==> config.mk <==
export PLATFORM = sky130hd
export DESIGN_NAME = seq_detect_ctrl_flat
export DESIGN_NICKNAME = d
export VERILOG_FILES = /design/src/rtl/seq_detect_ctrl_if.sv /design/src/rtl/seq_detect_ctrl.sv /design/src/flat_wrapper.sv
export SDC_FILE = /design/constraint.sdc
export NUM_CORES = 1
export LEC_CHECK = 0
export CAP_MARGIN = 20
export CORE_MARGIN = 5
export CORE_UTILIZATION = 30
export DETAILED_ROUTE_END_ITERATION = 12
export DONT_BUFFER_PORTS = 1
export HOLD_SLACK_MARGIN = 0.02
export SETUP_SLACK_MARGIN = 0.5
export SLEW_MARGIN = 0
export SYNTH_ARGS = -nofsm -noshare
export SYNTH_HDL_FRONTEND = slang
export SYNTH_SLANG_ARGS = --single-unit
==> constraint.sdc <==
create_clock -name clk -period 2.9 [get_ports clk]
set_clock_uncertainty 0.2 [all_clocks]
set_input_delay 0 -clock clk [delete_from_list [all_inputs] [get_ports clk]]
set_output_delay 0 -clock clk [all_outputs]
set_load 0.1 [all_outputs]
==> src/rtl/seq_detect_ctrl_if.sv <==
// seq_detect_ctrl_if
// Groups the config handshake, run control, serial data and status signals
// of the sequence-detector controller into a single bundle.
//   master : register/control plane + serial source (drives cfg_*, start,
//            abort, data_valid, data; observes status)
//   slave  : the controller itself
// Signals:
//   cfg_valid/cfg_ready      config handshake
//   cfg_pattern/cfg_mask     pattern to match (MSB oldest) and compare mask
//   cfg_target               matches for done (0 = unlimited)
//   cfg_overlap              1 = overlapping matches allowed
//   cfg_timeout              qualified-bit budget per run (0 = disabled)
//   start/abort              run control
//   data_valid/data          qualified serial bit
//   busy/match/match_count   run status, per-match pulse, hit counter
//   done/timed_out           run-end pulses
interface seq_detect_ctrl_if #(
  parameter int WIDTH = 8,
  parameter int CNT_W = 8,
  parameter int TMO_W = 16
) ();
  logic             cfg_valid;
  logic             cfg_ready;
  logic [WIDTH-1:0] cfg_pattern;
  logic [WIDTH-1:0] cfg_mask;
  logic [CNT_W-1:0] cfg_target;
  logic             cfg_overlap;
  logic [TMO_W-1:0] cfg_timeout;
  logic             start;
  logic             abort;
  logic             data_valid;
  logic             data;
  logic             busy;
  logic             match;
  logic [CNT_W-1:0] match_count;
  logic             done;
  logic             timed_out;

  modport master (
    output cfg_valid, cfg_pattern, cfg_mask, cfg_target, cfg_overlap,
           cfg_timeout, start, abort, data_valid, data,
    input  cfg_ready, busy, match, match_count, done, timed_out
  );

  modport slave (
    input  cfg_valid, cfg_pattern, cfg_mask, cfg_target, cfg_overlap,
           cfg_timeout, start, abort, data_valid, data,
    output cfg_ready, busy, match, match_count, done, timed_out
  );
endinterface

==> src/rtl/seq_detect_ctrl.sv <==
// seq_detect_ctrl
// Armable controller around a serial bit-pattern detector. A config
// handshake (IDLE only) loads pattern, mask, target count, overlap mode and
// timeout. start arms a run; qualified serial bits are shifted in and hits
// counted. A run ends with done (target reached), timed_out (bit budget
// exhausted) or abort.
// Ports:
//   clk    rising-edge clock
//   rst_n  asynchronous active-low reset
//   bus    seq_detect_ctrl_if.slave (config, control, data, status)
module seq_detect_ctrl #(
  parameter int WIDTH = 8,
  parameter int CNT_W = 8,
  parameter int TMO_W = 16
) (
  input  logic                clk,
  input  logic                rst_n,
  seq_detect_ctrl_if.slave    bus
);

  localparam int FILL_W = $clog2(WIDTH + 1);
  localparam logic [FILL_W-1:0] FILL_FULL = FILL_W'(WIDTH);
  localparam logic [CNT_W-1:0]  CNT_MAX   = {CNT_W{1'b1}};

  localparam logic [0:0] IDLE  = 1'b0;
  localparam logic [0:0] ARMED = 1'b1;

  logic [0:0]        state;
  logic              configured;
  logic [WIDTH-1:0]  pattern_q;
  logic [WIDTH-1:0]  mask_q;
  logic [CNT_W-1:0]  target_q;
  logic              overlap_q;
  logic [TMO_W-1:0]  timeout_q;
  logic [WIDTH-1:0]  shift_q;
  logic [FILL_W-1:0] fill_q;
  logic [TMO_W-1:0]  bits_q;
  logic              match_q;
  logic [CNT_W-1:0]  count_q;
  logic              done_q;
  logic              timed_out_q;

  logic [WIDTH-1:0]  next_shift;
  logic [FILL_W-1:0] next_fill;
  logic [TMO_W-1:0]  next_bits;
  logic [CNT_W-1:0]  next_count;
  logic              hit;
  logic              target_hit;
  logic              budget_hit;
  logic              cfg_fire;

  assign cfg_fire = bus.cfg_valid && (state == IDLE);

  // Candidate datapath values for the bit presented this cycle. The window
  // check uses the post-shift register and post-increment fill so a hit is
  // reported on the same edge that consumes the completing bit.
  always_comb begin
    next_shift = {shift_q[WIDTH-2:0], bus.data};
    next_fill  = (fill_q == FILL_FULL) ? FILL_FULL : fill_q + 1'b1;
    next_bits  = bits_q + 1'b1;
    next_count = (count_q == CNT_MAX) ? CNT_MAX : count_q + 1'b1;
    hit        = (next_fill == FILL_FULL) &&
                 (((next_shift ^ pattern_q) & mask_q) == '0);
    target_hit = hit && (target_q != '0) && (next_count == target_q);
    budget_hit = (timeout_q != '0) && (next_bits == timeout_q);
  end

  // Single sequential block for state, config and datapath. Pulse outputs
  // default low every cycle so each one lasts exactly one clock. In ARMED,
  // abort wins over data; done wins over timeout when both land on one bit.
  always_ff @(posedge clk or negedge rst_n) begin
    if (!rst_n) begin
      state       <= IDLE;
      configured  <= 1'b0;
      pattern_q   <= '0;
      mask_q      <= '0;
      target_q    <= '0;
      overlap_q   <= 1'b0;
      timeout_q   <= '0;
      shift_q     <= '0;
      fill_q      <= '0;
      bits_q      <= '0;
      match_q     <= 1'b0;
      count_q     <= '0;
      done_q      <= 1'b0;
      timed_out_q <= 1'b0;
    end else begin
      match_q     <= 1'b0;
      done_q      <= 1'b0;
      timed_out_q <= 1'b0;
      case (state)
        IDLE: begin
          if (cfg_fire) begin
            pattern_q  <= bus.cfg_pattern;
            mask_q     <= bus.cfg_mask;
            target_q   <= bus.cfg_target;
            overlap_q  <= bus.cfg_overlap;
            timeout_q  <= bus.cfg_timeout;
            configured <= 1'b1;
          end else if (bus.start && configured) begin
            state   <= ARMED;
            shift_q <= '0;
            fill_q  <= '0;
            bits_q  <= '0;
            count_q <= '0;
          end
        end
        ARMED: begin
          if (bus.abort) begin
            state <= IDLE;
          end else if (bus.data_valid) begin
            bits_q <= next_bits;
            if (hit) begin
              match_q <= 1'b1;
              count_q <= next_count;
              // Non-overlap mode restarts the window so the next match
              // needs WIDTH fresh bits.
              if (overlap_q) begin
                shift_q <= next_shift;
                fill_q  <= next_fill;
              end else begin
                shift_q <= '0;
                fill_q  <= '0;
              end
            end else begin
              shift_q <= next_shift;
              fill_q  <= next_fill;
            end
            if (target_hit) begin
              done_q <= 1'b1;
              state  <= IDLE;
            end else if (budget_hit) begin
              timed_out_q <= 1'b1;
              state       <= IDLE;
            end
          end
        end
        default: state <= IDLE;
      endcase
    end
  end

  assign bus.cfg_ready   = (state == IDLE);
  assign bus.busy        = (state == ARMED);
  assign bus.match       = match_q;
  assign bus.match_count = count_q;
  assign bus.done        = done_q;
  assign bus.timed_out   = timed_out_q;

endmodule
==> src/flat_wrapper.sv <==
// flat-port wrapper written by rule: the top's interface ports become plain ports
module seq_detect_ctrl_flat 
#(
  parameter int WIDTH = 8,
  parameter int CNT_W = 8,
  parameter int TMO_W = 16
)
  (clk, rst_n, bus_cfg_valid, bus_cfg_pattern, bus_cfg_mask, bus_cfg_target, bus_cfg_overlap, bus_cfg_timeout, bus_start, bus_abort, bus_data_valid, bus_data, bus_cfg_ready, bus_busy, bus_match, bus_match_count, bus_done, bus_timed_out);
  seq_detect_ctrl_if #(.WIDTH(WIDTH), .CNT_W(CNT_W), .TMO_W(TMO_W)) bus_i ();
  input  logic clk;
  input  logic rst_n;
  input wire logic [$bits(bus_i.cfg_valid)-1:0] bus_cfg_valid;
  input wire logic [$bits(bus_i.cfg_pattern)-1:0] bus_cfg_pattern;
  input wire logic [$bits(bus_i.cfg_mask)-1:0] bus_cfg_mask;
  input wire logic [$bits(bus_i.cfg_target)-1:0] bus_cfg_target;
  input wire logic [$bits(bus_i.cfg_overlap)-1:0] bus_cfg_overlap;
  input wire logic [$bits(bus_i.cfg_timeout)-1:0] bus_cfg_timeout;
  input wire logic [$bits(bus_i.start)-1:0] bus_start;
  input wire logic [$bits(bus_i.abort)-1:0] bus_abort;
  input wire logic [$bits(bus_i.data_valid)-1:0] bus_data_valid;
  input wire logic [$bits(bus_i.data)-1:0] bus_data;
  output wire logic [$bits(bus_i.cfg_ready)-1:0] bus_cfg_ready;
  output wire logic [$bits(bus_i.busy)-1:0] bus_busy;
  output wire logic [$bits(bus_i.match)-1:0] bus_match;
  output wire logic [$bits(bus_i.match_count)-1:0] bus_match_count;
  output wire logic [$bits(bus_i.done)-1:0] bus_done;
  output wire logic [$bits(bus_i.timed_out)-1:0] bus_timed_out;
  assign bus_i.cfg_valid = bus_cfg_valid;
  assign bus_i.cfg_pattern = bus_cfg_pattern;
  assign bus_i.cfg_mask = bus_cfg_mask;
  assign bus_i.cfg_target = bus_cfg_target;
  assign bus_i.cfg_overlap = bus_cfg_overlap;
  assign bus_i.cfg_timeout = bus_cfg_timeout;
  assign bus_i.start = bus_start;
  assign bus_i.abort = bus_abort;
  assign bus_i.data_valid = bus_data_valid;
  assign bus_i.data = bus_data;
  assign bus_cfg_ready = bus_i.cfg_ready;
  assign bus_busy = bus_i.busy;
  assign bus_match = bus_i.match;
  assign bus_match_count = bus_i.match_count;
  assign bus_done = bus_i.done;
  assign bus_timed_out = bus_i.timed_out;
  seq_detect_ctrl #(.WIDTH(WIDTH), .CNT_W(CNT_W), .TMO_W(TMO_W)) u_core (.clk(clk), .rst_n(rst_n), .bus(bus_i));
endmodule
==> results of run 1 <==
## metrics by stage
step | std cells | util
3_3_place_gp | 569 | 0.327
2_1_floorplan | 400 | -
3_5_place_dp | 569 | 0.327
5_1_grt | 648 | 0.399
4_1_cts | 642 | 0.391
6_report | 648 | 0.399
## worst reg2reg max path, cell delays in order, from the launching register on
cell	delay, ns
dfrtp_1	0.42
inv_1	0.08
ha_2	0.17
and3b_1	0.18
a21oi_1	0.05
a2111o_1	0.38
or2_4	0.27
a21oi_4	0.24
buf_12	0.15
nand2b_4	0.12
o41ai_2	0.06
## worst max-delay path by stage
stage,start,end,slack (ns),cells after the start
global route,u_core.bus.match_count[5],u_core.bus.timed_out,0.38,6
detailed placement,u_core.fill_q[0],u_core.bus.match_count[7],0.40,8
floorplan,u_core.bus.busy,u_core.bus.match_count[1],0.51,9
finish,u_core.fill_q[1],u_core.bus.match_count[7],0.47,10
CTS,u_core.bits_q[1],u_core.bus.busy,0.50,8
global placement,u_core.bus.match_count[0],u_core.bus.timed_out,0.42,7
## flip-flops by register name, indices dropped and copies added (netlist names)
register                cells
u_core.overlap_q            1
u_core.bus.match            1
u_core.bus.match_count      8
u_core.bus.busy             1
u_core.bus.done             1
u_core.timeout_q           16
u_core.bits_q              16
u_core.pattern_q            8
u_core.target_q             8
u_core.configured           1
u_core.shift_q              7
u_core.fill_q               4
u_core.bus.timed_out        1
u_core.mask_q               8
## power by group through the flow
stage                     Clock (mW)  Sequential, mW  Combinational (mW)
after floorplan                    0            1.49               0.416
after global routing            1.19            1.43               0.790
after CTS                       1.15            1.41               0.712
after global placement             0            1.44               0.584
final                           1.12            1.42               0.728
after detailed placement           0            1.44               0.597
## synth_stat cells, types with 8 or more instances
| master | n | area [um2] |
|---|---|---|
| dfrtp_1 | 81 | 2030 |
| mux2_2 | 42 | 473 |
| o21ai_0 | 30 | 150 |
| nor2_1 | 25 | 93.8 |
| nand2_1 | 23 | 86.3 |
| xnor2_1 | 20 | 175 |
| xor2_1 | 20 | 175 |
| clkbuf_1 | 13 | 48.8 |
| a21oi_1 | 11 | 55.1 |
| nand3_1 | 11 | 55.1 |
| a22o_1 | 10 | 87.6 |
| inv_1 | 9 | 33.8 |
| nand4_1 | 8 | 50.1 |
| nor3_1 | 8 | 40.0 |
## per-layer routing
metal / part of all wire / vias to the layer above / wire, um / track usage
met2: 0.51 / 86 / 5380 / 0.217
met3: 0.038 / 34 / 405 / 0.0250
li1: - / 1578 / - / -
met1: 0.42 / 1632 / 4420 / 0.155
met4: 0.038 / 0 / 405 / 0.0715
met5: 0 / - / 0 / 0
## area by class of cell
cell class / instances / share of cell area
Antenna cell: 2 / 0.000897
Clock buffer: 10 / 0.0428
Clock inverter: 6 / 0.00987
Inverter: 9 / 0.00673
Multi-Input combinational cell: 288 / 0.403
Sequential cell: 81 / 0.369
Tap cell: 180 / 0.0404
Timing Repair Buffer: 72 / 0.127
## layout by cell type, fill, tap and decap left out, types with 4 or more instances in the layout
| cell | n |
|---|---|
| o21ai_1 | 4 |
| dfrtp_1 | 65 |
| inv_6 | 4 |
| nor2_1 | 22 |
| mux2i_1 | 4 |
| a22o_1 | 10 |
| xor2_1 | 20 |
| dfrtp_4 | 5 |
| dlygate4sd3_1 | 48 |
| clkbuf_16 | 10 |
| inv_1 | 8 |
| o21ai_0 | 29 |
| mux2_2 | 42 |
| nand2_1 | 23 |
| xnor2_1 | 19 |
| nand4_1 | 8 |
| o31ai_1 | 6 |
| nor4_1 | 6 |
| buf_4 | 19 |
| nand3_1 | 10 |
| dfrtp_2 | 11 |
| a21oi_1 | 11 |
| and2_1 | 4 |
| and3_1 | 5 |
| nor3_1 | 7 |
## logic make-up after synthesis
kind of cell    synth area share
simple gates               0.150
compound gates             0.132
flops                      0.471
mux                        0.119
xor+xnor                  0.0852
buf+inv                   0.0308
fa+ha+maj                 0.0116
## repair_timing
action                     4_1_cts  5_1_grt
buffers inserted                 8        3
cloned                           0        1
hold buffers                    49        0
hold endpoints to repair       131        0
pin swaps                        4        7
gates resized for setup          7       14
setup endpoints to repair       17       17
==> impl_results.md, run 1 <==
- Tightest slew margin relative to the limit: 0.383
- Slew of the pin with the lowest slew margin: about 0.93 ns
- Sequential cell area: 2060 um2
- Internal Power: 2.23 mW
- Max Slew Vio Count: 0
- RD Place Congestion: 0.859
- CP Max Fanout: 8
- Worst path max stage delay: around 0.42 ns
- TritonCTS clock tree: built
- Worst-Skew Late Latency: about 0.35 ns
- Overflow after GRT: 0
- HPWL Detailed: just over 7000 um
- Htree depth: 3
- WS Path Type: flip-flop to flip-flop
- Share of power burned in registers: 0.434
- FF-to-FF path depth: 10
- Power consumption: 3.26 mW
- P_sw: ~1.0 mW
- Worst Path Buf+Inv: 2
- IO Count: slightly above 60
- # clock sinks: just over 80
- Largest net degree at the start of global routing: 82
- Starting DRT DRC Count: between 200 and 250
- CP Launch Type: flip-flop
- Maximum clock rate: roughly 0.4 GHz
- Net Sw Frac: 0.315
- Max IR drop VDD: around 0.00035 V
- Crit-path cells: inv_1 > ha_2 > and3b_1 > a21oi_1 > a2111o_1 > or2_4 > a21oi_4 > buf_12 > nand2b_4 > o41ai_2
- Status: completed
- Drt wl/cell: roughly 16 um
- Core ar.: ~14000 um2
- Logic gate share of total power: 0.223
- RSZ-0062 raised after global routing: true
- Clock network power share: 0.342
- Final Cycle Share: 0.839
- CP arrival: 2.45 ns
- CP max stage cell: dfrtp_1
- Pwr Density: between 500 and 600 nW/um2
- Placement row count: 43
- IO Port Bufs: 0
- Placement Cell Area: 4580 um2
- RR Endpoint: u_core.bus.match_count[7]
- Fin worst setup slack: around 0.47 ns
- Post-route ant nets: 0
- Setup crit end kind: flip-flop
- Pre-CTS setup slack: roughly 0.40 ns
- Cell Area, Synth: between 4000 and 5000 um2
- Die Area: 16800 um2
- Final min period: 2.43 ns
- CTS Buf Count: 9
- Sequential share of the synthesized area: 0.471
- Final hold viol count: 0
- Clock-pin slew on the worst setup and hold paths: 0.07 ns
- Layout Nets: 513
- Req. time, crit path: about 2.9 ns
- Setup TNS: 0 ns
- Die Ht: between 100 and 150 um
- Min-Delay Path Class: input port to asynchronous set/reset pin
- Vias in the first global route: 3426
- Max_cap viols: 0
- Fillers: approximately 1300
- Multi-input combinational cell area: roughly 2200 um2
- Worst r2r src: u_core.fill_q[1]
- First-pass GRT wire length: about 17000 um
- Routed Wire Length: roughly 11000 um
- Clock Path Buffers: 2
- Most used DFF post-synth: dfrtp_1
- YS warnings: 0
- Vias per cell: around 5
- Share of layout cells above drive strength 1: 0.275
- Router iterations before antenna repair: 4
- Initial antenna violation count: 2
- Width of the die: 130 um
- Gate count after technology mapping: 400
- Syn Nets: between 400 and 500
- GRT Overall Usage: 0.129
- Worst R2R Setup Slack: 0.47 ns
- # DRC: 0
- Layout area overhead: 29.6%
- Root buffer cell: clkbuf_16
- Final Setup Violations: 0
- CP top delay family: compound AO/OA/AOI/OAI gates
- Post-synthesis cell type count: between 50 and 60
- EDFF count, synth: 0
- Fraction of registers with async set/reset: 1.00
- Post-Syn Area per Cell: about 11 um2
- Via count: roughly 3300
- Initial core utilization: 0.308
- Hold_ws: around 0.0035 ns
- Final Cell Area: about 5600 um2
- FF+latch count, synth: slightly above 80
- Leakage Power: 2.25 nW
(Power assumes the default switching activity.)
==> inputs of run 2 (changes only) <==
--- a/config.mk
+++ b/config.mk
@@ -5,6 +5,7 @@
 export SDC_FILE = /design/constraint.sdc
 export NUM_CORES = 1
 export LEC_CHECK = 0
+export ABC_AREA = 1
 export CAP_MARGIN = 20
 export CORE_MARGIN = 5
 export CORE_UTILIZATION = 30
==> constraint.sdc (replaced) <==
create_clock -name clk -period 2.3 [get_ports clk]
set_clock_uncertainty 0.2 [all_clocks]
set_input_delay 0 -clock clk [delete_from_list [all_inputs] [get_ports clk]]
set_output_delay 0 -clock clk [all_outputs]
set_load 0.1 [all_outputs]
==> run 2 against run 1 <==
  * The run now ends with negative hold slack left
  * Clock-buffer cell count increased by 1
  * Worst setup slack got worse by 0.34 ns
  * Synthesized cell count increased by 46%
  * Critical path depth increased by 3
  * Clock power increased by 28%
  * Die area increased by 2.3%
  * Final cell count increased by 33%
  * Register-to-register slack got worse by 0.34 ns
  * Largest cell class unchanged
  * Cell area increased by 8.3%
  * First-iteration DRC count increased by 9.8%
  * Via count increased by 25%
  * Sequential share of layout area decreased by 3.0 points
==> impl_results.md, run 2 <==
- Fin worst setup slack: 0.130 ns (-0.337 ns)
- Max Slew Vio Count: 0 (unchanged)
- Final min period: 2.17 ns (-0.263 ns)
- Max_cap viols: 0 (unchanged)
- Biggest regs: u_core.bits_q x16, u_core.timeout_q x16
- Min-Delay Path Class: input port to asynchronous set/reset pin
- Max Used Layer: met4
- Pre-CTS setup slack: -0.0261 ns (-0.429 ns)
- Max IR drop VDD: 0.000410 V (+16%)
- Vias in the first global route: 4095 (+20%)
- Cell Area, Synth: 4410 um2 (+2.5%)
- CP Launch Type: flip-flop
- Slew of the pin with the lowest slew margin: 0.935 ns (+0.00866 ns)
- Worst r2r src: u_core.fill_q[0]
- TritonCTS clock tree: built
- Overflow after GRT: 0 (unchanged)
- Final Cell Area: 6040 um2 (+8.3%)
- Dominant cell by count in the synthesized netlist: nand2_1
- Syn Nets: 635 (+40%)
- Die Ht: 131 um (+1.1%)
- CP max stage cell: dfrtp_1
- Met2 WL: 6160 um (+15%)
- RD Place Congestion: 0.908 (+5.8%)
- CTS Buf Count: 9 (unchanged)
- Synth top area share: 0.460 (-0.0114)
- WS Path Type: flip-flop to flip-flop
- Placement row count: 44 (+2.3%)
- Most used DFF post-synth: dfrtp_1
- Fraction of registers with async set/reset: 1.00 (unchanged)
- IO Count: 61 (unchanged)
- Commonest cells in the netlist: 204 x nand2_1, 81 x dfrtp_1, 66 x inv_1
- Non-Filler Instances: 861 (+33%)
- Crit-path cells: inv_2 > ha_4 > nand2_4 > o21ai_2 > nand2_1 > nor2_2 > nand2_2 > nor2_4 > inv_4 > a21oi_4 > buf_12 > nand3_1 > o21ai_1
- Router iterations before antenna repair: 4 (unchanged)
- FF+latch count, synth: 81 (unchanged)
- Width of the die: 131 um (+1.1%)
- Clock-pin slew on the worst setup and hold paths: 0.07 ns (about the same)
- CP arrival: 2.23 ns (-0.22 ns)
- Drt wl/cell: 14.4 um (-12%)
- Net Sw Frac: 0.319 (+0.00459)
- EDFF count, synth: 0 (unchanged)
- Share of power burned in registers: 0.410 (-0.024)
- Via count: 4159 (+25%)
- Setup crit start: u_core.fill_q[0]
- Die Area: 17200 um2 (+2.3%)
- IO Port Bufs: 0 (unchanged)
- Top post-synthesis cells by area: dfrtp_1 46%, nand2_1 17%, nand3_1 6.2%, inv_1 5.6%, o21ai_0 4.7%
- Internal Power: 2.88 mW (+29%)
- Post-synth top area cell: dfrtp_1
- Req. time, crit path: 2.36 ns (-0.56 ns)
- Maximum clock rate: 0.461 GHz (+12%)
- Worst path max stage delay: 0.41 ns (about the same)
- Post-route ant nets: 0 (unchanged)
- Antenna diode count: 0 (-2)
- Post-Syn Area per Cell: 7.57 um2 (-30%)
- Routed wl met3: 350 um (-14%)
- Setup crit end kind: flip-flop
- Final Setup Violations: 0 (unchanged)
- Layout area overhead: 36.9%
- Gate count after technology mapping: 583 (+46%)
- First-pass GRT wire length: 19400 um (+14%)
- Tightest slew margin relative to the limit: 0.377 (-0.00577)
- CP Max Fanout: 8 (unchanged)
- RSZ-0062 raised after global routing: true
- Hold_ws: -0.841 ns (-0.844 ns)
- Placement Cell Area: 4760 um2 (+4.1%)
- M1 wire length: 5540 um (+25%)
- Final Cycle Share: 0.944 (+0.105)
- Final hold viol count: 110 (+110)
- Starting DRT DRC Count: 246 (+9.8%)
- Vias per cell: 4.83 (-6.0%)
- Fillers: 1433 (+6.9%)
- Pwr Density: 700 nW/um2 (+20%)
- Leakage Power: 2.76 nW (+23%)
- Layout Nets: 724 (+41%)
- Clock network power share: 0.339 (-0.003)
- # DRC: 0 (unchanged)
- Logic gate share of total power: 0.251 (+0.028)
- Largest net degree at the start of global routing: 82 (unchanged)
- # clock sinks: 81 (unchanged)
- Post-synthesis cell type count: 35 (-39%)
- Routed Wire Length: 12400 um (+17%)
- GRT Overall Usage: 0.135 (+0.00612)
- Placed cells: 768 (+35%)
- Status: finished with violations
- Worst-Skew Late Latency: 0.34 ns (about the same)
- Commonest non-fill, non-tap cell in the layout: nand2_1
- Clock Path Buffers: 2 (unchanged)
- Failing checks: negative hold slack
- Most frequent cells in the layout: 197 x nand2_1, 72 x dfrtp_1, 61 x inv_1
- YS warnings: 0 (unchanged)
- Root buffer cell: clkbuf_16
- Sequential share of the synthesized area: 0.460 (-0.0114)
- HPWL Detailed: 8160 um (+15%)
- Share of layout cells above drive strength 1: 0.210 (-0.0649)
- Core ar.: 14500 um2 (+3.5%)
- Initial antenna violation count: 0 (-2)
- P_sw: 1.35 mW (+32%)
- Initial core utilization: 0.305 (-0.00308)
- Htree depth: 3 (unchanged)
[run 2: cell count changes after synthesis, sizes merged, moves of 9 or more]
cell	before	now
xor2	20	6
a22o	10	1
inv	9	68
o21ai	33	45
mux2	42	0
a21oi	12	2
nor4	9	0
nand2	23	210
xnor2	21	2
nor2	25	52
o22ai	2	11
nand3	13	57
[run 2: layout make-up]
cell class / instances / area (um2) / area share
Multi-Input combinational cell: 418 / 2290 / 0.379
Sequential cell: 81 / 2050 / 0.339
Timing Repair Buffer: 92 / 893 / 0.148
Inverter: 69 / 282 / 0.0466
Clock buffer: 11 / 233 / 0.0385
Tap cell: 184 / 230 / 0.0381
Clock inverter: 5 / 56.3 / 0.00932
Timing Repair inverter: 1 / 7.51 / 0.00124
[run 2: what timing repair did]
action,in CTS,in global routing
gates cloned,1,2
resized for setup,16,52
setup endpoints to repair,37,61
setup buffers,13,16
hold buffers,44,1
pin swaps,6,21
endpoints found under the hold margin,146,109
[run 2: final timing paths]
kind,end,slack [ns],cells after the start
max,u_core.bus.match_count[5],0.13,13
min,u_core.bus.match_count[3],-0.84,0
max reg2reg,u_core.bus.match_count[5],0.13,13
min reg2reg,u_core.mask_q[6],0.28,2
max in group asynchronous,u_core.bus.match_count[1],2.60,0
min in group clk,u_core.bus.busy,-0.39,3
[run 2: stage by stage]
stage          utilization  setup TNS, ns  hold WS, ns  power, mW
2_1_floorplan            -              0       -0.496       2.36
3_3_place_gp         0.329              0       -0.490       2.52
3_5_place_dp         0.329        -0.0909       -0.490       2.53
4_1_cts              0.393              0       -0.857       4.13
5_1_grt              0.417              0       -0.849       4.43
6_report             0.417              0       -0.841       4.23
[run 2: power groups by stage]
stage / combinational [mW] / clock (mW) / sequential, mW
floorplan: 0.512 / 0 / 1.84
global placement: 0.753 / 0 / 1.76
detailed placement: 0.766 / 0 / 1.77
CTS: 0.937 / 1.47 / 1.72
global route: 1.16 / 1.52 / 1.75
finish: 1.06 / 1.43 / 1.73
[run 2: logic make-up (layout without fill, tap and decap cells)]
group                    count (synthesis)  after routing  share of synthesized area
adder cells (fa/ha/maj)                  4              4                     0.0113
XOR/XNOR                                10             10                     0.0281
buffers and inverters                   84            178                     0.0752
AND/OR/NAND/NOR                        338            338                      0.336
AO/OA/AOI/OAI                           66             66                     0.0897
flip-flops                              81             81                      0.460
[run 2: critical path: cells and delay by family, from the launching register on]
kind	cells	cell delay (ns)
simple gates	6	0.55
flops	1	0.41
fa+ha+maj	1	0.14
compound gates	3	0.47
buf+inv	3	0.32
[run 2: layer usage]
layer / global-route usage / vias up
met2: 0.225 / 92
met4: 0.0629 / 0
li1: - / 2052
met1: 0.174 / 1991
met5: 0 / -
met3: 0.0187 / 24
